<file path="config.mk">
export PLATFORM = sky130hd
export DESIGN_NAME = multicycle_ctrl_flat
export DESIGN_NICKNAME = d
export VERILOG_FILES = /design/src/rtl/multicycle_ctrl_if.sv /design/src/rtl/multicycle_ctrl.sv /design/src/flat_wrapper.sv
export SDC_FILE = /design/constraint.sdc
export NUM_CORES = 1
export LEC_CHECK = 0
export BUFFER_PORTS_ARGS = -buffer_cell sky130_fd_sc_hd__buf_2
export CAP_MARGIN = 20
export CELL_PAD_IN_SITES_DETAIL_PLACEMENT = 1
export CELL_PAD_IN_SITES_GLOBAL_PLACEMENT = 1
export CORE_ASPECT_RATIO = 0.9
export CORE_MARGIN = 8
export CORE_UTILIZATION = 39
export CTS_BUF_LIST = sky130_fd_sc_hd__clkbuf_4 sky130_fd_sc_hd__clkbuf_8
export DETAILED_ROUTE_END_ITERATION = 7
export GPL_TIMING_DRIVEN = 0
export PLACE_DENSITY_LB_ADDON = 0.12
export SLEW_MARGIN = 30
export SYNTH_ARGS = -nofsm -noshare
export SYNTH_HDL_FRONTEND = slang
export SYNTH_SLANG_ARGS = --single-unit
</file>
<file path="constraint.sdc">
create_clock -name clk -period 2.04 [get_ports clk]
set_clock_uncertainty 0.2 [all_clocks]
set_input_delay 0 -clock clk [delete_from_list [all_inputs] [get_ports clk]]
set_output_delay 0 -clock clk [all_outputs]
set_load 0.005 [all_outputs]
</file>
<file path="src/rtl/multicycle_ctrl_if.sv">
// Control/handshake bundle between the multi-cycle sequencer and the tinyCPU datapath.
// master = sequencer side, slave = datapath/memory side.
interface multicycle_ctrl_if #(
    parameter int unsigned CNT_W = 32
);
    logic [6:0]       op;
    logic [2:0]       func3;
    logic [6:0]       func7;
    logic             mem_ready;
    logic             mem_req;
    logic             mem_we;
    logic             addr_sel;
    logic             ir_we;
    logic             pc_we;
    logic             reg_we;
    logic             wb_sel;
    logic             alu_src_imm;
    logic             imm_sel;
    logic [3:0]       alu_ctrl;
    logic             illegal;
    logic [2:0]       state;
    logic [CNT_W-1:0] instret;

    modport master (
        input  op, func3, func7, mem_ready,
        output mem_req, mem_we, addr_sel, ir_we, pc_we, reg_we, wb_sel,
               alu_src_imm, imm_sel, alu_ctrl, illegal, state, instret
    );

    modport slave (
        output op, func3, func7, mem_ready,
        input  mem_req, mem_we, addr_sel, ir_we, pc_we, reg_we, wb_sel,
               alu_src_imm, imm_sel, alu_ctrl, illegal, state, instret
    );
endinterface

</file>
<file path="src/rtl/multicycle_ctrl.sv">
// Multi-cycle FETCH/DECODE/EXEC/MEM/WB sequencer for tinyCPU: R-type, lw, sw,
// trap on anything else, plus a retired-instruction counter.
module multicycle_ctrl #(
    parameter int unsigned CNT_W = 32
) (
    input  logic clk,
    input  logic rst_n,
    multicycle_ctrl_if.master bus
);
    typedef enum logic [2:0] {
        S_FETCH  = 3'b000,
        S_DECODE = 3'b001,
        S_EXEC   = 3'b010,
        S_MEM    = 3'b011,
        S_WB     = 3'b100,
        S_TRAP   = 3'b111
    } state_t;

    typedef enum logic [1:0] {
        C_R   = 2'd0,
        C_LD  = 2'd1,
        C_ST  = 2'd2,
        C_ILL = 2'd3
    } cls_t;

    localparam logic [6:0] OP_R  = 7'b0110011;
    localparam logic [6:0] OP_LD = 7'b0000011;
    localparam logic [6:0] OP_ST = 7'b0100011;
    localparam logic [6:0] F7_BASE = 7'b0000000;
    localparam logic [6:0] F7_ALT  = 7'b0100000;

    localparam logic [3:0] ALU_ADD  = 4'b0000;
    localparam logic [3:0] ALU_SUB  = 4'b0001;
    localparam logic [3:0] ALU_AND  = 4'b0010;
    localparam logic [3:0] ALU_OR   = 4'b0011;
    localparam logic [3:0] ALU_XOR  = 4'b0100;
    localparam logic [3:0] ALU_SLL  = 4'b0101;
    localparam logic [3:0] ALU_SRL  = 4'b0110;
    localparam logic [3:0] ALU_SRA  = 4'b0111;
    localparam logic [3:0] ALU_SLT  = 4'b1000;
    localparam logic [3:0] ALU_SLTU = 4'b1001;

    state_t           state_q, state_d;
    cls_t             cls_q, cls_d;
    logic [3:0]       alu_q, alu_d;
    logic [CNT_W-1:0] instret_q, instret_d;
    cls_t             dec_cls;
    logic [3:0]       dec_alu;
    logic             retire;

    // Instruction classification and ALU op selection from the decoder fields.
    always_comb begin
        dec_cls = C_ILL;
        dec_alu = ALU_ADD;
        case (bus.op)
            OP_R: begin
                if ((bus.func7 == F7_BASE) ||
                    ((bus.func7 == F7_ALT) && ((bus.func3 == 3'b000) || (bus.func3 == 3'b101)))) begin
                    dec_cls = C_R;
                end
            end
            OP_LD:   if (bus.func3 == 3'b010) dec_cls = C_LD;
            OP_ST:   if (bus.func3 == 3'b010) dec_cls = C_ST;
            default: dec_cls = C_ILL;
        endcase
        if (dec_cls == C_R) begin
            case (bus.func3)
                3'b000: dec_alu = bus.func7[5] ? ALU_SUB : ALU_ADD;
                3'b001: dec_alu = ALU_SLL;
                3'b010: dec_alu = ALU_SLT;
                3'b011: dec_alu = ALU_SLTU;
                3'b100: dec_alu = ALU_XOR;
                3'b101: dec_alu = bus.func7[5] ? ALU_SRA : ALU_SRL;
                3'b110: dec_alu = ALU_OR;
                3'b111: dec_alu = ALU_AND;
                default: dec_alu = ALU_ADD;
            endcase
        end
    end

    always_ff @(posedge clk) begin
        if (!rst_n) begin
            state_q   <= S_FETCH;
            cls_q     <= C_R;
            alu_q     <= ALU_ADD;
            instret_q <= '0;
        end else begin
            state_q   <= state_d;
            cls_q     <= cls_d;
            alu_q     <= alu_d;
            instret_q <= instret_d;
        end
    end

    // Next-state logic; class and ALU op are captured only in DECODE.
    always_comb begin
        state_d   = state_q;
        cls_d     = cls_q;
        alu_d     = alu_q;
        instret_d = instret_q;
        retire    = 1'b0;
        case (state_q)
            S_FETCH:  if (bus.mem_ready) state_d = S_DECODE;
            S_DECODE: begin
                cls_d   = dec_cls;
                alu_d   = dec_alu;
                state_d = (dec_cls == C_ILL) ? S_TRAP : S_EXEC;
            end
            S_EXEC:   state_d = (cls_q == C_R) ? S_WB : S_MEM;
            S_MEM: begin
                if (bus.mem_ready) begin
                    if (cls_q == C_ST) begin
                        retire  = 1'b1;
                        state_d = S_FETCH;
                    end else begin
                        state_d = S_WB;
                    end
                end
            end
            S_WB: begin
                retire  = 1'b1;
                state_d = S_FETCH;
            end
            S_TRAP:   state_d = S_TRAP;
            default:  state_d = S_FETCH;
        endcase
        if (retire) instret_d = instret_q + CNT_W'(1);
    end

    // Per-state strobes; everything is held low while reset is asserted.
    always_comb begin
        bus.mem_req     = 1'b0;
        bus.mem_we      = 1'b0;
        bus.addr_sel    = 1'b0;
        bus.ir_we       = 1'b0;
        bus.pc_we       = 1'b0;
        bus.reg_we      = 1'b0;
        bus.wb_sel      = 1'b0;
        bus.alu_src_imm = 1'b0;
        bus.imm_sel     = 1'b0;
        bus.illegal     = 1'b0;
        if (rst_n) begin
            case (state_q)
                S_FETCH: begin
                    bus.mem_req = 1'b1;
                    bus.ir_we   = bus.mem_ready;
                    bus.pc_we   = bus.mem_ready;
                end
                S_EXEC: begin
                    bus.alu_src_imm = (cls_q != C_R);
                    bus.imm_sel     = (cls_q == C_ST);
                end
                S_MEM: begin
                    bus.mem_req  = 1'b1;
                    bus.addr_sel = 1'b1;
                    bus.mem_we   = (cls_q == C_ST);
                end
                S_WB: begin
                    bus.reg_we = 1'b1;
                    bus.wb_sel = (cls_q == C_LD);
                end
                S_TRAP:  bus.illegal = 1'b1;
                default: bus.illegal = 1'b0;
            endcase
        end
    end

    assign bus.alu_ctrl = alu_q;
    assign bus.state    = state_q;
    assign bus.instret  = instret_q;

endmodule
</file>
<file path="src/flat_wrapper.sv">
// flat-port wrapper written by rule: the top's interface ports become plain ports
module multicycle_ctrl_flat 
#(
    parameter int unsigned CNT_W = 32
)
  (clk, rst_n, bus_op, bus_func3, bus_func7, bus_mem_ready, bus_mem_req, bus_mem_we, bus_addr_sel, bus_ir_we, bus_pc_we, bus_reg_we, bus_wb_sel, bus_alu_src_imm, bus_imm_sel, bus_alu_ctrl, bus_illegal, bus_state, bus_instret);
  multicycle_ctrl_if #(.CNT_W(CNT_W)) bus_i ();
  input  logic clk;
  input  logic rst_n;
  input wire logic [$bits(bus_i.op)-1:0] bus_op;
  input wire logic [$bits(bus_i.func3)-1:0] bus_func3;
  input wire logic [$bits(bus_i.func7)-1:0] bus_func7;
  input wire logic [$bits(bus_i.mem_ready)-1:0] bus_mem_ready;
  output wire logic [$bits(bus_i.mem_req)-1:0] bus_mem_req;
  output wire logic [$bits(bus_i.mem_we)-1:0] bus_mem_we;
  output wire logic [$bits(bus_i.addr_sel)-1:0] bus_addr_sel;
  output wire logic [$bits(bus_i.ir_we)-1:0] bus_ir_we;
  output wire logic [$bits(bus_i.pc_we)-1:0] bus_pc_we;
  output wire logic [$bits(bus_i.reg_we)-1:0] bus_reg_we;
  output wire logic [$bits(bus_i.wb_sel)-1:0] bus_wb_sel;
  output wire logic [$bits(bus_i.alu_src_imm)-1:0] bus_alu_src_imm;
  output wire logic [$bits(bus_i.imm_sel)-1:0] bus_imm_sel;
  output wire logic [$bits(bus_i.alu_ctrl)-1:0] bus_alu_ctrl;
  output wire logic [$bits(bus_i.illegal)-1:0] bus_illegal;
  output wire logic [$bits(bus_i.state)-1:0] bus_state;
  output wire logic [$bits(bus_i.instret)-1:0] bus_instret;
  assign bus_i.op = bus_op;
  assign bus_i.func3 = bus_func3;
  assign bus_i.func7 = bus_func7;
  assign bus_i.mem_ready = bus_mem_ready;
  assign bus_mem_req = bus_i.mem_req;
  assign bus_mem_we = bus_i.mem_we;
  assign bus_addr_sel = bus_i.addr_sel;
  assign bus_ir_we = bus_i.ir_we;
  assign bus_pc_we = bus_i.pc_we;
  assign bus_reg_we = bus_i.reg_we;
  assign bus_wb_sel = bus_i.wb_sel;
  assign bus_alu_src_imm = bus_i.alu_src_imm;
  assign bus_imm_sel = bus_i.imm_sel;
  assign bus_alu_ctrl = bus_i.alu_ctrl;
  assign bus_illegal = bus_i.illegal;
  assign bus_state = bus_i.state;
  assign bus_instret = bus_i.instret;
  multicycle_ctrl #(.CNT_W(CNT_W)) u_core (.clk(clk), .rst_n(rst_n), .bus(bus_i));
endmodule
</file>
# == Word-level counts from Yosys, hierarchy flattened ==
# Index checks and enable logic that the tools add are counted.
# word_totals
reg_bits,41
output_inout_bits,49
in_bits,20
word_cells,72
# op_classes
n_addsub,1
muxes,35
n_reduce_logical,11
eq_ne,21
# ops
op,n
$add 32x1->32 const B,1
$pmux 4 s8,1
$mux 1,23
$eq 7x6->1 const B,3
$eq 3x3->1 const B,6
$mux 3,5
$pmux 3 s5,1
$eq 3x2->1 const B,4
$eq 7x2->1 const B,1
$logic_not 7->1,1
$eq 3x1->1 const B,2
$logic_not 3->1,2
$pmux 2 s3,1
$eq 2x2->1 const B,2
$logic_not 2->1,2
$mux 2,2
$mux 4,1
$ne 2x2->1 const B,2
$eq 2x1->1 const B,1
$logic_or 1x1->1,2
$pmux 1 s2,1
$reduce_and 2->1,1
$reduce_bool 2->1,1
$reduce_or 2->1,1
$logic_and 1x1->1,1

# == Depth between registers and ports, before layout ==
# Gate-level depths: netlist of the first run.
# depth
word_depth,9
mapped_depth,6
ltp_nobuf,5

# == Least setup slack after synthesis of the first run ==
# No wires, ideal clock.
# synth_timing
path_type,flip-flop to flip-flop
start,register u_core.instret_q[16] (netlist: u_core.bus.instret[16])
end,register u_core.instret_q[25] (netlist: u_core.bus.instret[25])
setup_time_ns,0.072
period_less_slack_ns,1.805
path_stages_with_launch,6
setup_slack_ns,0.235
required_ns,1.768
arrival_time_ns,1.534
path_buffers,1
cell_sequence,dfxtp_1 > nand3_1 > or3_1 > buf_2 > nor4_1 > mux2i_1
# synth_via
elab_chain_len,1
# synth_lines
element,line_no,rtl
"start, declared",multicycle_ctrl.sv:46,"logic [CNT_W-1:0] instret_q, instret_d;"
"start signal, assigned",multicycle_ctrl.sv:91,instret_q <= instret_d;
$add 32x1->32,multicycle_ctrl.sv:127,if (retire) instret_d = instret_q + CNT_W'(1);
# No other way between the ends.
# A chain may end at the register's enable or synchronous reset.

# == Final worst setup path of the first run ==
# layout_timing
start,register u_core.cls_q[0]
end,register u_core.instret_q[20] (netlist: u_core.bus.instret[20])
# layout_via
elab_chain_len,4
# layout_lines
element,line_no,rtl
"start, declared",multicycle_ctrl.sv:44,"cls_t cls_q, cls_d;"
"start signal, assigned",multicycle_ctrl.sv:89,cls_q <= cls_d;
$eq 2x2->1,multicycle_ctrl.sv:112,if (cls_q == C_ST) begin
$mux 1,multicycle_ctrl.sv:112,
$mux 1,multicycle_ctrl.sv:111,if (bus.mem_ready) begin
$pmux 1 s2,multicycle_ctrl.sv:102,case (state_q)
# No other way between the ends.

==> reports/qor.json, run 1 <==
{
  "hold_path": {
    "whs_endpoint": "u_core.cls_q[0]",
    "hold_path_startpoint": "bus_func7[0]",
    "min_path_cells": 5,
    "worst_min_delay_path_category": "in2reg"
  },
  "clocking": {
    "htreeDepth": 2,
    "cts-buffers-inserted": 5,
    "root_buffer": "sky130_fd_sc_hd__clkbuf_8",
    "clkLatencyLatePin_ns": 0.30,
    "clk_path_buf_depth": 2,
    "path_clk_slew_ns": 0.09,
    "tritoncts_clock_tree": "built",
    "clkSinkCount": 41
  },
  "critical_path": {
    "setup.reg_to_reg.worst_slack_ns": 0.03,
    "endpoint_type_of_the_worst_setup_path": "register",
    "r2r_worst_path_depth": 6,
    "timing.rr.end": "u_core.bus.instret[20]",
    "required_ns": 2.01,
    "critPathKind": "reg2reg",
    "crit_path_start_kind": "register",
    "critical_path.max_fanout": 10,
    "critical_path.reg2reg.startpoint": "u_core.cls_q[0]",
    "critPathArrivalTime_ns": 1.98
  },
  "floorplan": {
    "die-width_um": 98.3,
    "floorplan.core_area_um2": 6010,
    "floorplan.initialDensity": 0.395,
    "ios": 69,
    "placement_rows": 27,
    "die-area_um2": 8850,
    "floorplan.die.height_um": 90.1
  },
  "timing": {
    "final-hold-violation-count": 0,
    "layout_worst_path_cycle_share": 0.986,
    "highest_clock_rate_mhz": 497,
    "post_layout_minimum_cycle_time_ns": 2.01,
    "setup_viol": 0,
    "setup_total_negative_slack_ns": 0,
    "finalMaxSlewViolations": 0,
    "max_slew.worst_pin.slew_ns": 0.505,
    "hold_ws_ns": 0.0361,
    "rsz_0062_raised_after_global_routing": "yes",
    "slew_hr": 0.663
  },
  "logic_synthesis": {
    "post-synth-top-area-fraction": 0.345,
    "synthCells": 288,
    "synthesis.area_um2": 2380,
    "synth.most_common_cell": "sky130_fd_sc_hd__dfxtp_1",
    "syn_nets": 309,
    "synth_enable_flop_cells": 0,
    "synth_top_cells_by_area": "sky130_fd_sc_hd__dfxtp_1 (35%), sky130_fd_sc_hd__mux2i_1 (6.3%), sky130_fd_sc_hd__nand2_1 (5.4%)",
    "synthesis.yosys.warnings": 0,
    "sequential_area_share_after_synthesis": 0.345,
    "netlist_top_cells_count": "sky130_fd_sc_hd__dfxtp_1 (41), sky130_fd_sc_hd__nand2_1 (34), sky130_fd_sc_hd__a21oi_1 (21)",
    "asyncSetResetFlopFracSynth": 0,
    "yosys_most_used_dff": "sky130_fd_sc_hd__dfxtp_1",
    "syn_avg_cell_area_um2": 8.25,
    "synth_cell_types": 47,
    "synth.ff_latch_count": 41,
    "synthDominantAreaCellType": "sky130_fd_sc_hd__dfxtp_1"
  },
  "route": {
    "drc_errors": 0,
    "routedWlPerCell_um": 17.9,
    "viasPerCell": 5.71,
    "postRouteWirelength_um": 8100,
    "drt_iter0_drc": 94,
    "first_pass_iteration_count_of_the_detailed_router": 4,
    "route.vias.total": 2581,
    "ant_nets": 0
  },
  "power": {
    "static-leakage-power_nw": 1.32,
    "power.density_nw_per_um2": 618,
    "vdd_ir_drop_max_mv": 0.341
  },
  "job": {
    "count_of_max_cap_constraint_violations": 0
  },
  "global_routing": {
    "gr-usage-all-layers": 0.176,
    "largest_net_degree_at_the_start_of_global_routing": 13,
    "antenna_found_initial": 0,
    "via_count_of_the_first_global_routing_pass": 2662,
    "grt_first_pass_wirelength_um": 13200,
    "globalRoute.totalOverflow": 0
  },
  "layout": {
    "design.final.nets": 400,
    "antenna_cells": 0,
    "syn2layout_area_growth_pct": 38.3,
    "finish.utilization": 0.546,
    "final_layout_size_suffix_gt1_frac": 0.363
  },
  "placement": {
    "detailed_place_hpwl_um": 5360,
    "port_buffers": 68,
    "gpl.final_weighted_congestion": 0.839
  },
  "status": {
    "run_status": "finished clean"
  }
}
## repair_timing
action / 4_1_cts / 5_1_grt
setup endpoints to repair: 18 / 36
setup buffers: 0 / 4
pin swaps: 0 / 1
gates resized for setup: 15 / 45
hold buffers: 13 / 0
endpoints found under the hold margin: 15 / 0
## where the power goes
group / switching, mW / total, mW / internal (mW)
registers: 0.0491 / 0.878 / 0.829
clock network: 0.300 / 0.713 / 0.413
logic: 0.240 / 0.440 / 0.200
## cells in the final DEF, fill, tap and decap left out, types with 3 or more instances in the layout
master and instances:
sky130_fd_sc_hd__clkbuf_1 5, sky130_fd_sc_hd__nand4_1 10, sky130_fd_sc_hd__nor4_4 4, sky130_fd_sc_hd__or3_1 8, sky130_fd_sc_hd__nand3_1 9, sky130_fd_sc_hd__dlygate4sd3_1 13, sky130_fd_sc_hd__and4_1 3, sky130_fd_sc_hd__buf_2 68
sky130_fd_sc_hd__a21boi_0 3, sky130_fd_sc_hd__nand2b_1 18, sky130_fd_sc_hd__o21ai_0 15, sky130_fd_sc_hd__nor2b_1 3, sky130_fd_sc_hd__o22ai_1 3, sky130_fd_sc_hd__dfxtp_2 12, sky130_fd_sc_hd__nand2_1 34, sky130_fd_sc_hd__dfxtp_1 28
sky130_fd_sc_hd__nor4_2 9, sky130_fd_sc_hd__or4_1 7, sky130_fd_sc_hd__o31ai_1 8, sky130_fd_sc_hd__buf_4 10, sky130_fd_sc_hd__clkbuf_2 3, sky130_fd_sc_hd__and2_1 3, sky130_fd_sc_hd__inv_1 7, sky130_fd_sc_hd__mux2i_1 15
sky130_fd_sc_hd__a21oi_1 21, sky130_fd_sc_hd__clkbuf_8 6, sky130_fd_sc_hd__nor2_1 9, sky130_fd_sc_hd__buf_6 4
## sequential cells by signal, indices dropped and copies added, names as in the netlist
name	cells
u_core.cls_q	2
u_core.bus.instret	32
u_core.bus.state	3
u_core.bus.alu_ctrl	4
## kinds of logic (layout without fill, tap and decap cells)
kind of cell | Yosys count | after routing | share of synthesized area
AOI/OAI and AO/OA | 63 | 63 | 0.176
xor gates and xnor gates | 2 | 2 | 0.00737
adders and majority gates | 1 | 1 | 0.00527
buffers and inverters | 27 | 119 | 0.0563
DFF | 41 | 41 | 0.345
muxes | 15 | 15 | 0.0632
and+or+nand+nor | 139 | 139 | 0.346
## how the worst max path moves through the flow
stage	start	cells past startpoint	to	slack (ns)
floorplan	u_core.bus.instret[16]	5	u_core.bus.instret[25]	0.23
global placement	u_core.bus.state[0]	6	u_core.bus.instret[27]	-0.11
detailed placement	u_core.bus.state[0]	6	u_core.bus.instret[27]	-0.12
CTS	u_core.cls_q[0]	6	u_core.bus.instret[27]	-0.03
global route	u_core.bus.instret[6]	6	u_core.bus.instret[30]	-0.005
finish	u_core.cls_q[0]	6	u_core.bus.instret[20]	0.03
## final cells by class
type	instances	area, um^2
fill	735	2730
multi-input combinational	220	1580
sequential	41	840
timing repair buffer	85	500
buffer	18	124
clock buffer	7	90.1
tap	72	90.1
clock inverter	1	30.0
inverter	8	30.0
## metrics by stage
step | setup WS, ns | instances | area (um^2) | power, mW
final | 0.0289 | 452 | 3290 | 2.03
after global routing | -0.00513 | 452 | 3290 | 2.12
after CTS | -0.0250 | 448 | 3110 | 1.96
after detailed placement | -0.121 | 428 | 2810 | 1.23
after global placement | -0.105 | 428 | 2810 | 1.22
after floorplan | 0.235 | 288 | 2380 | 1.09
## metal layers
layer	track usage	share of wire	up-vias
met4	0.0575	0.016	0
met1	0.217	0.46	1242
li1	-	-	1255
met2	0.295	0.47	71
met5	0	0	-
met3	0.0424	0.054	13
## critical path, cell delays in order, from the launching register on
cell and delay, ns:
sky130_fd_sc_hd__dfxtp_1 0.32, sky130_fd_sc_hd__buf_6 0.13, sky130_fd_sc_hd__and4b_2 0.33, sky130_fd_sc_hd__a32oi_2 0.17
sky130_fd_sc_hd__buf_4 0.24, sky130_fd_sc_hd__o311ai_0 0.36, sky130_fd_sc_hd__o41ai_1 0.13
(Power assumes the default switching activity.)
==> inputs of run 2 (changes only) <==
- BUFFER_PORTS_ARGS: -buffer_cell sky130_fd_sc_hd__buf_2 -> default
- CORE_UTILIZATION: 39 -> 48
- DONT_BUFFER_PORTS: default -> 1
==> run 2 against run 1 <==
Against the previous run:
- the flow now finishes with violations (hold timing)
- via count fell by 7.1%
- clock-buffer cell count fell by 2
- total power fell by 10%
- hold slack got worse by 0.072 ns
- register-to-register slack improved by 0.02 ns
- sequential share of layout area rose by 3.6 points
- final area fell by 11%
- global-route usage rose by 2.7 points
- maximum frequency rose by 1.0%
- highest routed layer unchanged
==> reports/qor.json, run 2 (synthesized netlist as in run 1, its figures left out) <==
{
  "layout": {
    "summed_area_of_non_filler_cells_in_the_final_layout_um2": 2920,
    "sequential_cell_area_um2": 850,
    "design.final.nets": 340,
    "syn2layout_area_growth_pct": 22.7,
    "multiInputGateArea_um2": 1520,
    "instances_no_fill": 386,
    "largest_register_ffs": 32,
    "filler_cell_count": 574,
    "final_cell_mix": "sky130_fd_sc_hd__nand2_1 (34), sky130_fd_sc_hd__dfxtp_1 (24), sky130_fd_sc_hd__a21oi_1 (21), sky130_fd_sc_hd__dlygate4sd3_1 (21), sky130_fd_sc_hd__nand2b_1 (18)",
    "final_layout_size_suffix_gt1_frac": 0.209,
    "layout.cells.most_common": "sky130_fd_sc_hd__nand2_1"
  },
  "floorplan": {
    "floorplan.initialDensity": 0.495,
    "floorplan.core_area_um2": 4800,
    "placement_rows": 24,
    "die-area_um2": 7460,
    "floorplan.die.height_um": 82.7,
    "die-width_um": 90.2,
    "ios": 69
  },
  "critical_path": {
    "critPathKind": "reg2reg",
    "critical_path.max_fanout": 10,
    "required_ns": 2.07,
    "slowest_delay_ns": 0.36,
    "critPathArrivalTime_ns": 2.02,
    "endpoint_type_of_the_worst_setup_path": "register",
    "crit_path_cell_trace": "buf_6 -> and4b_2 -> a22oi_2 -> buf_2 -> nor4_2 -> mux2i_1",
    "critical_path.slowest_cell": "sky130_fd_sc_hd__nor4_2",
    "crit_path_start_kind": "register"
  },
  "timing": {
    "final-hold-violation-count": 7,
    "highest_clock_rate_mhz": 502,
    "setup_viol": 0,
    "finalMaxSlewViolations": 0,
    "hold_ws_ns": -0.0357,
    "post_layout_minimum_cycle_time_ns": 1.99,
    "layout_worst_path_cycle_share": 0.976,
    "timing.final.ws_setup_ns": 0.0490,
    "max_slew.worst_pin.slew_ns": 0.524,
    "rsz_0062_raised_after_global_routing": "yes",
    "slew_hr": 0.650
  },
  "global_routing": {
    "antenna_found_initial": 1,
    "grt_first_pass_wirelength_um": 12300,
    "gr-usage-all-layers": 0.204,
    "via_count_of_the_first_global_routing_pass": 2409,
    "largest_net_degree_at_the_start_of_global_routing": 14,
    "globalRoute.totalOverflow": 0
  },
  "route": {
    "postRouteWirelength_um": 8050,
    "viasPerCell": 6.21,
    "ant_nets": 0,
    "route.vias.total": 2397,
    "drc_errors": 0,
    "drt_iter0_drc": 101,
    "first_pass_iteration_count_of_the_detailed_router": 4,
    "routedWlPerCell_um": 20.9
  },
  "status": {
    "run_status": "finished with violations",
    "violations": "hold timing"
  },
  "clocking": {
    "htreeDepth": 2,
    "clk_path_buf_depth": 2,
    "clkSinkCount": 41,
    "clkLatencyLatePin_ns": 0.31,
    "root_buffer": "sky130_fd_sc_hd__clkbuf_8",
    "tritoncts_clock_tree": "built",
    "path_clk_slew_ns": 0.09,
    "cts-buffers-inserted": 5
  },
  "job": {
    "count_of_max_cap_constraint_violations": 0
  },
  "power": {
    "power.total_mw": 1.83,
    "static-leakage-power_nw": 0.918,
    "vdd_ir_drop_max_mv": 0.379,
    "power.density_nw_per_um2": 626
  },
  "placement": {
    "port_buffers": 0,
    "dp_cells": 353,
    "dpl_worst_slack_ns": -0.142,
    "placed_area_um2": 2460,
    "detailed_place_hpwl_um": 4950,
    "gpl.final_weighted_congestion": 0.815
  },
  "hold_path": {
    "worst_min_delay_path_category": "in2reg"
  }
}
==> run 2: cell count changes in the layout (fill, tap and decap cells not counted), sizes merged <==
cell,change
clkdlybuf4s15,+1
buf,-70
diode,+1
clkinv,+2
dlygate4sd3,+8
clkbuf,-1
clkinvlp,+1
bufinv,-1
==> run 2: what timing repair did <==
item,4_1_cts,5_1_grt
setup endpoints to repair,22,33
hold endpoints to repair,25,0
resized for setup,16,28
setup buffers,2,1
hold buffers,21,0
pin swaps,1,0
cloned,0,1
==> run 2: area by class of cell <==
| class | instances | area share |
|---|---|---|
| Inverter | 8 | 0.0103 |
| Sequential cell | 41 | 0.291 |
| Timing Repair Buffer | 25 | 0.0837 |
| Clock inverter | 3 | 0.00601 |
| Clock buffer | 5 | 0.0236 |
| Buffer | 18 | 0.0369 |
| Tap cell | 65 | 0.0279 |
| Multi-Input combinational cell | 220 | 0.520 |
| Antenna cell | 1 | 0.000858 |
==> run 2: worst max-delay path: cells and delay by family (launching register included) <==
family	cells	cell delay [ns]
buffers and inverters	2	0.36
AO/OA/AOI/OAI	1	0.10
flip-flops	1	0.32
AND/OR/NAND/NOR	2	0.69
multiplexers	1	0.25
==> run 2: stage by stage <==
step,util,setup TNS (ns)
finish,0.607,0
global route,0.607,-0.0509
floorplan,-,0
global placement,0.511,-0.879
detailed placement,0.511,-1.02
CTS,0.584,-0.0336
==> run 2: worst paths after layout <==
check | endpoint | slack (ns) | depth (start not counted) | startpoint
min | u_core.bus.instret[17] | -0.04 | 3 | rst_n
max reg2reg | u_core.bus.instret[19] | 0.05 | 6 | u_core.cls_q[0]
max | u_core.bus.instret[19] | 0.05 | 6 | u_core.cls_q[0]
min reg2reg | u_core.bus.alu_ctrl[0] | 0.27 | 2 | u_core.bus.alu_ctrl[0]
==> run 2: power by group <==
part	leakage (nW)	switching [mW]	internal, mW	total (mW)
clock	0.0439	0.329	0.237	0.566
sequential	0.340	0.0514	0.828	0.879
combinational	0.534	0.223	0.158	0.381
==> run 2: metal layers <==
layer  up-vias  GRT usage  part of all wire
li1       1139          -                 -
met1      1188      0.240              0.44
met2        60      0.358              0.48
met3        10     0.0515             0.059
met4         0     0.0730             0.017
met5         -          0                 0
